**src/rtl/demux_router.sv**
```systemverilog
// 1:2 demux router: steers each accepted word into one of two output FIFOs
// by select s. Each output has its own valid/ready handshake and delivery counter.

module demux_fifo #(
  parameter int WIDTH = 8,
  parameter int DEPTH = 2,
  parameter int CNTW  = 8
) (
  input  logic             clk,
  input  logic             rst_n,
  input  logic             push_i,
  input  logic [WIDTH-1:0] din_i,
  input  logic             rdy_i,
  output logic             full_o,
  output logic             vld_o,
  output logic [WIDTH-1:0] dout_o,
  output logic [CNTW-1:0]  cnt_o
);
  localparam int AW = $clog2(DEPTH);

  logic [AW-1:0]                wr_q, wr_d, rd_q, rd_d;
  logic [AW:0]                  occ_q, occ_d;
  logic [CNTW-1:0]              cnt_q, cnt_d;
  logic [DEPTH-1:0][WIDTH-1:0]  mem_q;
  logic                         pop;

  assign vld_o  = (occ_q != '0);
  assign full_o = (occ_q == (AW+1)'(DEPTH));
  assign pop    = vld_o & rdy_i;
  // Head is forced to zero when empty so stale storage never leaks out.
  assign dout_o = vld_o ? mem_q[rd_q] : '0;
  assign cnt_o  = cnt_q;

  always_comb begin
    wr_d  = wr_q + AW'(push_i);
    rd_d  = rd_q + AW'(pop);
    occ_d = occ_q + (AW+1)'(push_i) - (AW+1)'(pop);
    cnt_d = cnt_q + CNTW'(pop);
  end

  always_ff @(posedge clk or negedge rst_n) begin
    if (!rst_n) begin
      wr_q  <= '0;
      rd_q  <= '0;
      occ_q <= '0;
      cnt_q <= '0;
    end else begin
      wr_q  <= wr_d;
      rd_q  <= rd_d;
      occ_q <= occ_d;
      cnt_q <= cnt_d;
    end
  end

  always_ff @(posedge clk) begin
    if (push_i) mem_q[wr_q] <= din_i;
  end
endmodule

module demux_router #(
  parameter int WIDTH = 8,
  parameter int DEPTH = 2,
  parameter int CNTW  = 8
) (
  input  logic             clk,
  input  logic             rst_n,
  input  logic [WIDTH-1:0] d,
  input  logic             s,
  input  logic             in_valid,
  output logic             in_ready,
  output logic [WIDTH-1:0] y0,
  output logic             v0,
  input  logic             r0,
  output logic [WIDTH-1:0] y1,
  output logic             v1,
  input  logic             r1,
  output logic [CNTW-1:0]  cnt0,
  output logic [CNTW-1:0]  cnt1
);
  logic [1:0]             full, vld, rdy, push;
  logic [1:0][WIDTH-1:0]  dout;
  logic [1:0][CNTW-1:0]   cnt;

  // Full flag only: a same-cycle pop does not open room for the incoming word.
  assign in_ready = ~full[s];
  assign rdy      = {r1, r0};

  for (genvar k = 0; k < 2; k++) begin : g_out
    assign push[k] = in_valid & in_ready & (s == 1'(k));
    demux_fifo #(.WIDTH(WIDTH), .DEPTH(DEPTH), .CNTW(CNTW)) u_fifo (
      .clk    (clk),
      .rst_n  (rst_n),
      .push_i (push[k]),
      .din_i  (d),
      .rdy_i  (rdy[k]),
      .full_o (full[k]),
      .vld_o  (vld[k]),
      .dout_o (dout[k]),
      .cnt_o  (cnt[k])
    );
  end

  assign y0   = dout[0];
  assign y1   = dout[1];
  assign v0   = vld[0];
  assign v1   = vld[1];
  assign cnt0 = cnt[0];
  assign cnt1 = cnt[1];
endmodule

```
**config.mk**
```make
export PLATFORM = sky130hd
export DESIGN_NAME = demux_router
export DESIGN_NICKNAME = d
export VERILOG_FILES = /design/src/rtl/demux_router.sv
export SDC_FILE = /design/constraint.sdc
export NUM_CORES = 1
export LEC_CHECK = 0
export BUFFER_PORTS_ARGS = -buffer_cell sky130_fd_sc_hd__buf_2
export CAP_MARGIN = 20
export CORE_ASPECT_RATIO = 0.7
export CORE_MARGIN = 1
export CORE_UTILIZATION = 45
export CTS_CLUSTER_DIAMETER = 200
export DETAILED_ROUTE_END_ITERATION = 12
export GPL_TIMING_DRIVEN = 1
export MAX_ROUTING_LAYER = met4
export PLACE_DENSITY = 0.76
export SKIP_CTS_REPAIR_TIMING = 1
export SYNTH_ARGS = -nofsm -noshare
export SYNTH_HDL_FRONTEND = slang
export SYNTH_HIERARCHICAL = 1
export SYNTH_SLANG_ARGS = --single-unit
```
**constraint.sdc**
```tcl
create_clock -name clk -period 2 [get_ports clk]
set_input_delay 0.1 -clock clk [delete_from_list [all_inputs] [get_ports clk]]
set_output_delay 0.1 -clock clk [all_outputs]
set_load 0.02 [all_outputs]
```
-- Word-level counts from Yosys, hierarchy flattened
Index checks and enable logic that the tools add are counted.
- $add $sub $neg: 10
- magnitude comparators: 7
- equal/unequal tests: 2
- muxes and demuxes: 14
- bitwise gates (word level): 7
- reductions and logical operators: 4
- operators by type and width (cell ; number):
    8-bit two-way mux ; 8
    16-bit bitwise mux ; 2
    8-bit by 1-bit adder with 8-bit output ; 2
    8-bit demux with 1-bit select ; 2
    1-bit by 2-bit < comparator with 1-bit output, second input constant ; 5
    1-bit bitwise AND ; 5
    1-bit adder ; 4
    2-bit by 1-bit adder with 2-bit output ; 2
    2-bit == test, second input constant ; 2
    2-bit nonzero test ; 2
    2-bit by 1-bit subtractor with 2-bit output ; 2
    1-bit greater-or-equal comparator, second input constant ; 2
    1-bit logical AND ; 2
    1-bit two-way mux ; 2
    1-bit NOT ; 2
- bits in registers: 56
- output and inout port bits: 35
- logic and storage cells: 56

-- Logic depth before layout (Yosys ltp)
Gate-level depths: netlist of run 1.
- word-level depth: 8
- mapped depth: 5
- depth with buffers taken out: 5

-- Modules after synthesis
Netlist of run 1, hierarchy kept.
- modules (own cells, without submodules) (module ; instances ; cells an instance ; area an instance (sq um)):
    demux_fifo (g_out[0].u_fifo) ; 1 ; 79 ; 1133.6
    demux_fifo (g_out[1].u_fifo) ; 1 ; 78 ; 1131.1
    demux_router ; 1 ; 3 ; 26.3

-- Least setup slack after synthesis of run 1
No wires, ideal clock.
- kind: register -> register
- start: register g_out[0].u_fifo.occ_q[1]
- end: register g_out[0].u_fifo/mem_q[0] (netlist bit), enable pin
- setup time: 332 ps
- arrival time: 1242 ps
- data required time: 1668 ps
- setup slack: 426 ps
- cell stages (with the launch flop): 4
- path buffers: 0
- cell sequence: dfrtp_1 > nor2b_1 > nor3b_1 > ha_1
- cells in the longest elaborated chain, start to end: 6
- ends and longest elaborated chain (what ; line ; RTL):
    start, declared ; 22 ; logic [AW:0] occ_q, occ_d;
    start signal, assigned ; 45 ; occ_q <= '0;
    start signal, assigned ; 50 ; occ_q <= occ_d;
    2-bit == test ; 28 ; assign full_o = (occ_q == (AW+1)'(DEPTH));
    net full[0] ; 80 ; logic [1:0] full, vld, rdy, push;
    1-bit two-way mux (implied by the code) (2 in series) ; 85 ; assign in_ready = ~full[s];
    1-bit NOT ; 85 ;
    1-bit bitwise AND (2 in series) ; 89 ; assign push[k] = in_valid & in_ready & (s == 1'(k));
    net push[0] ; 80 ;
    end signal, assigned by index ; 56 ; if (push_i) mem_q[wr_q] <= din_i;
    end, declared ; 24 ; logic [DEPTH-1:0][WIDTH-1:0] mem_q;
The timed path passes the listed nets, and every way through them passes these cells. The select of a mux whose other input is x is not followed.
A chain may end at the register's enable or synchronous reset.

-- Worst setup path after layout of run 1
- start: register g_out[0].u_fifo.occ_q[1]
- end: register g_out[0].u_fifo/mem_q[6] (netlist bit), enable pin
The elaborated chain is that of the path after synthesis.

==> results.toml, run 1 <==
[run_status]
outcome = "completed"

[finish]
multi_input_area_um2 = 682
final_area_um2 = 2700
regArea_um2 = 1560
area_growth_pct = 18.0
antenna_cells = 0
fin_cells = 284
fillCellCount = 412
layout.nets = 236
layout-drive-gt1-share = 0.270
final_core_util = 0.559

[critical_path]
cp_max_fo = 8
crit_buf_inv = 0
crit_chain = "nor2b_1 > nor3b_1 > ha_1"
slowest_stage = "ha_1"
cp.arrival_ns = 1.75
crit_family = "simple AND/OR/NAND/NOR gates"
end_kind = "flop"
startpoint_type = "flop"
max_stage_delay_ns = 0.46
crit_type = "reg2reg"
required_ns = 1.96

[clock_tree]
cts.clk_slew.worst_paths_ns = 0.09
max-clock-path-buffers = 2
tritoncts = "built"
clk_latency_ns = 0.30
cts_made_buffers = 5
htree_levels = 2
cts-root-buf = "clkbuf_8"
clock_sinks = 56

[power]
p_seq_frac = 0.474
switchingPower_mw = 1.52
clkPwrFrac = 0.152
internal_power_mw = 2.32
peakVddDrop_uv = 675
power_mw = 3.84
p_leak_nw = 1.27
power_density_nw_per_um2 = 1420
pwr-share-comb = 0.374
p_sw_frac = 0.396

[detailed_routing]
dr.first_iter.drc_count = 53
drt_first_pass_iters = 4
vias = 1339
routed_via_density = 4.71
ant_nets = 0
totalWireLength_um = 3890
drc = 0
wl_per_cell_um = 13.7

[place]
place_ws_ns = 0.188
globalplace.congestion = 0.734
dp_hpwl_um = 2760
numPortBuffers = 48
placed_cells = 275
placed_cell_area_um2 = 2610

[logic_synthesis]
ys_seq_elements = 56
ys_seq_area_frac = 0.682
syn_avg_cell_area_um2 = 14.3
netlist_area_um2 = 2290
yosys_warnings = 6
synth_cells = 160
ys_types = 20
syn_nets = 182

[timing]
tightest_slew_ns = 0.621
hold_viol = 0
fin_ws_ns = 0.214
fmax_mhz = 560
rsz0062_at_grt = "no"
whs_ns = 0.0246
skew_ns = 0.00882
drv_slew = 0
relSlewSlack = 0.585
period_share = 0.893
period_minus_slack_ns = 1.79
setup_viol = 0
fin_setup_tns_ns = 0

[grt]
overflow = 0
track_usage = 0.162
grt_pass1_wl_um = 6000
grt_pass1_vias = 1235
grt_max_degree = 25
grt_antenna_before_repair = 0

[floorplan]
die_area_um2 = 5380
rows = 21
ios = 49
start_util = 0.474
die_y_um = 61.7
coreArea_um2 = 4830
die_w_um = 87.3

[min_path]
hp-class = "in2reg"

[run]
cap_violations = 0
## cell type report
type,instances,share of cell area
tap,69,0.0319
clock buffer,7,0.0296
sequential,56,0.578
inverter,10,0.0139
timing repair buffer,49,0.0926
clock inverter,1,0.00185
multi-input combinational,92,0.252
## registers in the layout (all words and copies together), names as in the netlist
| name | count |
|---|---|
| g_out.u_fifo/cnt_o | 16 |
| g_out.u_fifo/rd_q | 2 |
| g_out.u_fifo/mem_q | 32 |
| g_out.u_fifo/wr_q | 2 |
| g_out.u_fifo/occ_q | 4 |
## routing by layer
metal | up-vias | GRT usage | wire (um)
met5 | - | - | 0
met4 | 0 | 0.0796 | 66
met3 | 8 | 0.0396 | 106
met2 | 22 | 0.238 | 1870
met1 | 645 | 0.214 | 1850
li1 | 664 | - | -
## synthesized netlist by cell type
library cell | n | area (um2)
and3_1 | 2 | 12.5
and3b_1 | 1 | 8.76
buf_2 | 2 | 10.0
dfrtp_1 | 24 | 601
edfxtp_1 | 32 | 961
ha_1 | 8 | 100
inv_1 | 10 | 37.5
mux2_2 | 1 | 11.3
mux2i_1 | 18 | 180
nand2_1 | 5 | 18.8
nand3_1 | 4 | 20.0
nand4_1 | 2 | 12.5
nor2_1 | 20 | 75.1
nor2b_1 | 2 | 12.5
nor3_1 | 4 | 20.0
nor3b_1 | 1 | 7.51
o211ai_2 | 2 | 25.0
o21ai_0 | 4 | 20.0
xnor2_1 | 10 | 87.6
xor2_1 | 8 | 70.1
## cells by family (layout without fill, tap and decap cells)
group	count (synthesis)	after routing	synth area share
xor gates and xnor gates	18	18	0.0688
DFF	56	56	0.682
adders and majority gates	8	8	0.0437
and+or+nand+nor	41	41	0.0819
AOI/OAI and AO/OA	6	6	0.0197
buffers and inverters	12	67	0.0208
muxes	19	19	0.0836
## placed cells by master, fill, tap and decap left out, types with 2 or more instances in the layout
| cell type | instances |
|---|---|
| nand4_1 | 2 |
| nor3_1 | 4 |
| buf_2 | 48 |
| inv_1 | 10 |
| o21ai_0 | 4 |
| dfrtp_1 | 24 |
| nand2_1 | 5 |
| nor2_1 | 20 |
| nand3_1 | 4 |
| and3_1 | 2 |
| ha_1 | 8 |
| edfxtp_1 | 32 |
| xor2_1 | 8 |
| clkbuf_8 | 5 |
| o211ai_2 | 2 |
| xnor2_1 | 10 |
| mux2i_1 | 18 |
| nor2b_1 | 2 |
## worst register-to-register path, delay by kind of cell, from the launching register on
family | cells | cell delay, ns
fa+ha+maj | 1 | 0.46
simple gates | 2 | 0.57
flops | 1 | 0.43
## final timing paths
check                                                         from                                   to  slack [ns]  depth (start not counted)
worst min register to register  g_out[0].u_fifo/cnt_o[7]$_DFF_PN0_   g_out[0].u_fifo/cnt_o[7]$_DFF_PN0_        0.47                          1
min in group asynchronous                                    rst_n   g_out[1].u_fifo/cnt_o[7]$_DFF_PN0_        0.33                          2
worst min-delay path                                          d[4]  g_out[1].u_fifo/mem_q[12]$_DFFE_PP_        0.02                          1
worst max-delay path            g_out[0].u_fifo/occ_q[1]$_DFF_PN0_   g_out[0].u_fifo/mem_q[6]$_DFFE_PP_        0.21                          3
max in group asynchronous                                    rst_n   g_out[0].u_fifo/occ_q[0]$_DFF_PN0_        1.30                          2
worst max register to register  g_out[0].u_fifo/occ_q[1]$_DFF_PN0_   g_out[0].u_fifo/mem_q[6]$_DFFE_PP_        0.21                          3
## power by group through the flow
| stage | Clock, mW | Combinational (mW) | Sequential (mW) |
|---|---|---|---|
| 2_1_floorplan | 0 | 0.941 | 1.85 |
| 6_report | 0.582 | 1.44 | 1.82 |
| 5_1_grt | 0.645 | 1.59 | 1.87 |
| 3_3_place_gp | 0 | 1.41 | 1.83 |
| 4_1_cts | 0.597 | 1.45 | 1.82 |
| 3_5_place_dp | 0 | 1.44 | 1.84 |
No activity file was read; power rests on OpenSTA's default activity.
==> inputs of run 2 (changes only) <==
CTS_BUF_LIST = sky130_fd_sc_hd__clkbuf_4 sky130_fd_sc_hd__clkbuf_8   (was default)
==> results.toml, run 2 (synthesized netlist as in run 1, its figures left out) <==
[timing]
fin_setup_tns_ns = 0
hold_viol = 0
tightest_slew_ns = 0.621
skew_ns = 0.00880
setup_viol = 0
relSlewSlack = 0.585
fin_ws_ns = 0.210
fmax_mhz = 559
drv_slew = 0
period_share = 0.895
period_minus_slack_ns = 1.79
rsz0062_at_grt = "no"

[power]
p_leak_nw = 1.27
power_density_nw_per_um2 = 1420
peakVddDrop_uv = 699

[clock_tree]
cts.clk_slew.worst_paths_ns = 0.09
cts-root-buf = "clkbuf_8"
tritoncts = "built"
clock_sinks = 56
max-clock-path-buffers = 2
cts_made_buffers = 5
clk_latency_ns = 0.30
htree_levels = 2

[finish]
antenna_cells = 0
multi_input_area_um2 = 682
layout.nets = 236
regArea_um2 = 1560
area_growth_pct = 18.1
layout_common_cells = "48 x buf_2, 32 x edfxtp_1, 24 x dfrtp_1, 20 x nor2_1, 18 x mux2i_1"
layout-drive-gt1-share = 0.274
final_common_cell = "buf_2"
largest_reg_flops = 32
top_register = "g_out.u_fifo/mem_q"
final_core_util = 0.560
fillCellCount = 411

[detailed_routing]
routed_via_density = 4.69
dr.first_iter.drc_count = 54
totalWireLength_um = 3900
drc = 0
ant_nets = 0
wl_per_cell_um = 13.7
drt_first_pass_iters = 4
vias = 1333

[critical_path]
r2r_slack_ns = 0.21
cp_max_fo = 8
crit_type = "reg2reg"
r2r-start = "g_out[0].u_fifo/occ_q[1]$_DFF_PN0_"
slowest_stage = "ha_1"
reg2reg_depth = 3
r2r-end = "g_out[0].u_fifo/mem_q[6]$_DFFE_PP_"
crit_family = "simple AND/OR/NAND/NOR gates"
crit_chain = "nor2b_1 > nor3b_1 > ha_1"
end_kind = "flop"
cp.arrival_ns = 1.75
startpoint_type = "flop"
required_ns = 1.96
crit_buf_inv = 0
max_stage_delay_ns = 0.46

[grt]
grt_antenna_before_repair = 0
track_usage = 0.162
grt_max_degree = 25
grt_pass1_vias = 1235
overflow = 0
grt_pass1_wl_um = 6000

[floorplan]
die_area_um2 = 5380
die_y_um = 61.7
start_util = 0.474
ios = 49
coreArea_um2 = 4830
die_w_um = 87.3
rows = 21

[place]
place_ws_ns = 0.188
dp_hpwl_um = 2760
numPortBuffers = 48
globalplace.congestion = 0.734

[min_path]
hold_path_end = "g_out[1].u_fifo/mem_q[12]$_DFFE_PP_"
hp-class = "in2reg"
hold_depth = 1
min_from = "d[4]"

[run_status]
outcome = "completed"

[run]
cap_violations = 0
[run 2: changes by cell type in the layout (fill, tap and decap cells not counted)]
cell / delta
clkbuf_4: +1
clkbuf_1: -1
[run 2: cell type report]
type | count | share of cell area
repair buffers | 49 | 0.0925
inverters | 10 | 0.0139
flip-flops and latches | 56 | 0.577
clock buffers | 7 | 0.0310
well taps | 69 | 0.0319
clock inverters | 1 | 0.00185
multi-input cells | 92 | 0.252
[run 2: worst max path at each step]
stage,endpoint,start,depth (start not counted)
global placement,g_out[0].u_fifo/mem_q[3]$_DFFE_PP_,g_out[0].u_fifo/occ_q[1]$_DFF_PN0_,3
global route,g_out[0].u_fifo/mem_q[15]$_DFFE_PP_,g_out[0].u_fifo/occ_q[1]$_DFF_PN0_,3
floorplan,g_out[0].u_fifo/mem_q[0]$_DFFE_PP_,g_out[0].u_fifo/occ_q[1]$_DFF_PN0_,3
finish,g_out[0].u_fifo/mem_q[6]$_DFFE_PP_,g_out[0].u_fifo/occ_q[1]$_DFF_PN0_,3
CTS,g_out[0].u_fifo/mem_q[6]$_DFFE_PP_,g_out[0].u_fifo/occ_q[1]$_DFF_PN0_,3
detailed placement,g_out[0].u_fifo/mem_q[1]$_DFFE_PP_,g_out[0].u_fifo/occ_q[1]$_DFF_PN0_,3
[run 2: power breakdown]
group / leakage (nW) / internal, mW / switching, mW
sequential: 0.597 / 1.51 / 0.311
combinational: 0.626 / 0.551 / 0.885
clock: 0.0491 / 0.273 / 0.324
total: 1.27 / 2.33 / 1.52
[run 2: stage by stage]
stage / power, mW / std cells / area, um2 / hold slack [ns]
after floorplan: 2.79 / 160 / 2290 / -0.196
after global placement: 3.23 / 275 / 2610 / 0.113
after detailed placement: 3.28 / 275 / 2610 / 0.108
after CTS: 3.87 / 283 / 2700 / -0.226
after global routing: 4.11 / 284 / 2710 / 0.0140
final: 3.85 / 284 / 2710 / 0.0246
[run 2: metal layers]
| metal | part of all wire | global-route usage | vias to the layer above | routed length [um] |
|---|---|---|---|---|
| met1 | 0.48 | 0.214 | 643 | 1860 |
| met4 | 0.017 | 0.0796 | 0 | 66 |
| li1 | - | - | 662 | - |
| met2 | 0.48 | 0.238 | 20 | 1880 |
| met5 | 0 | - | - | 0 |
| met3 | 0.025 | 0.0396 | 8 | 98 |
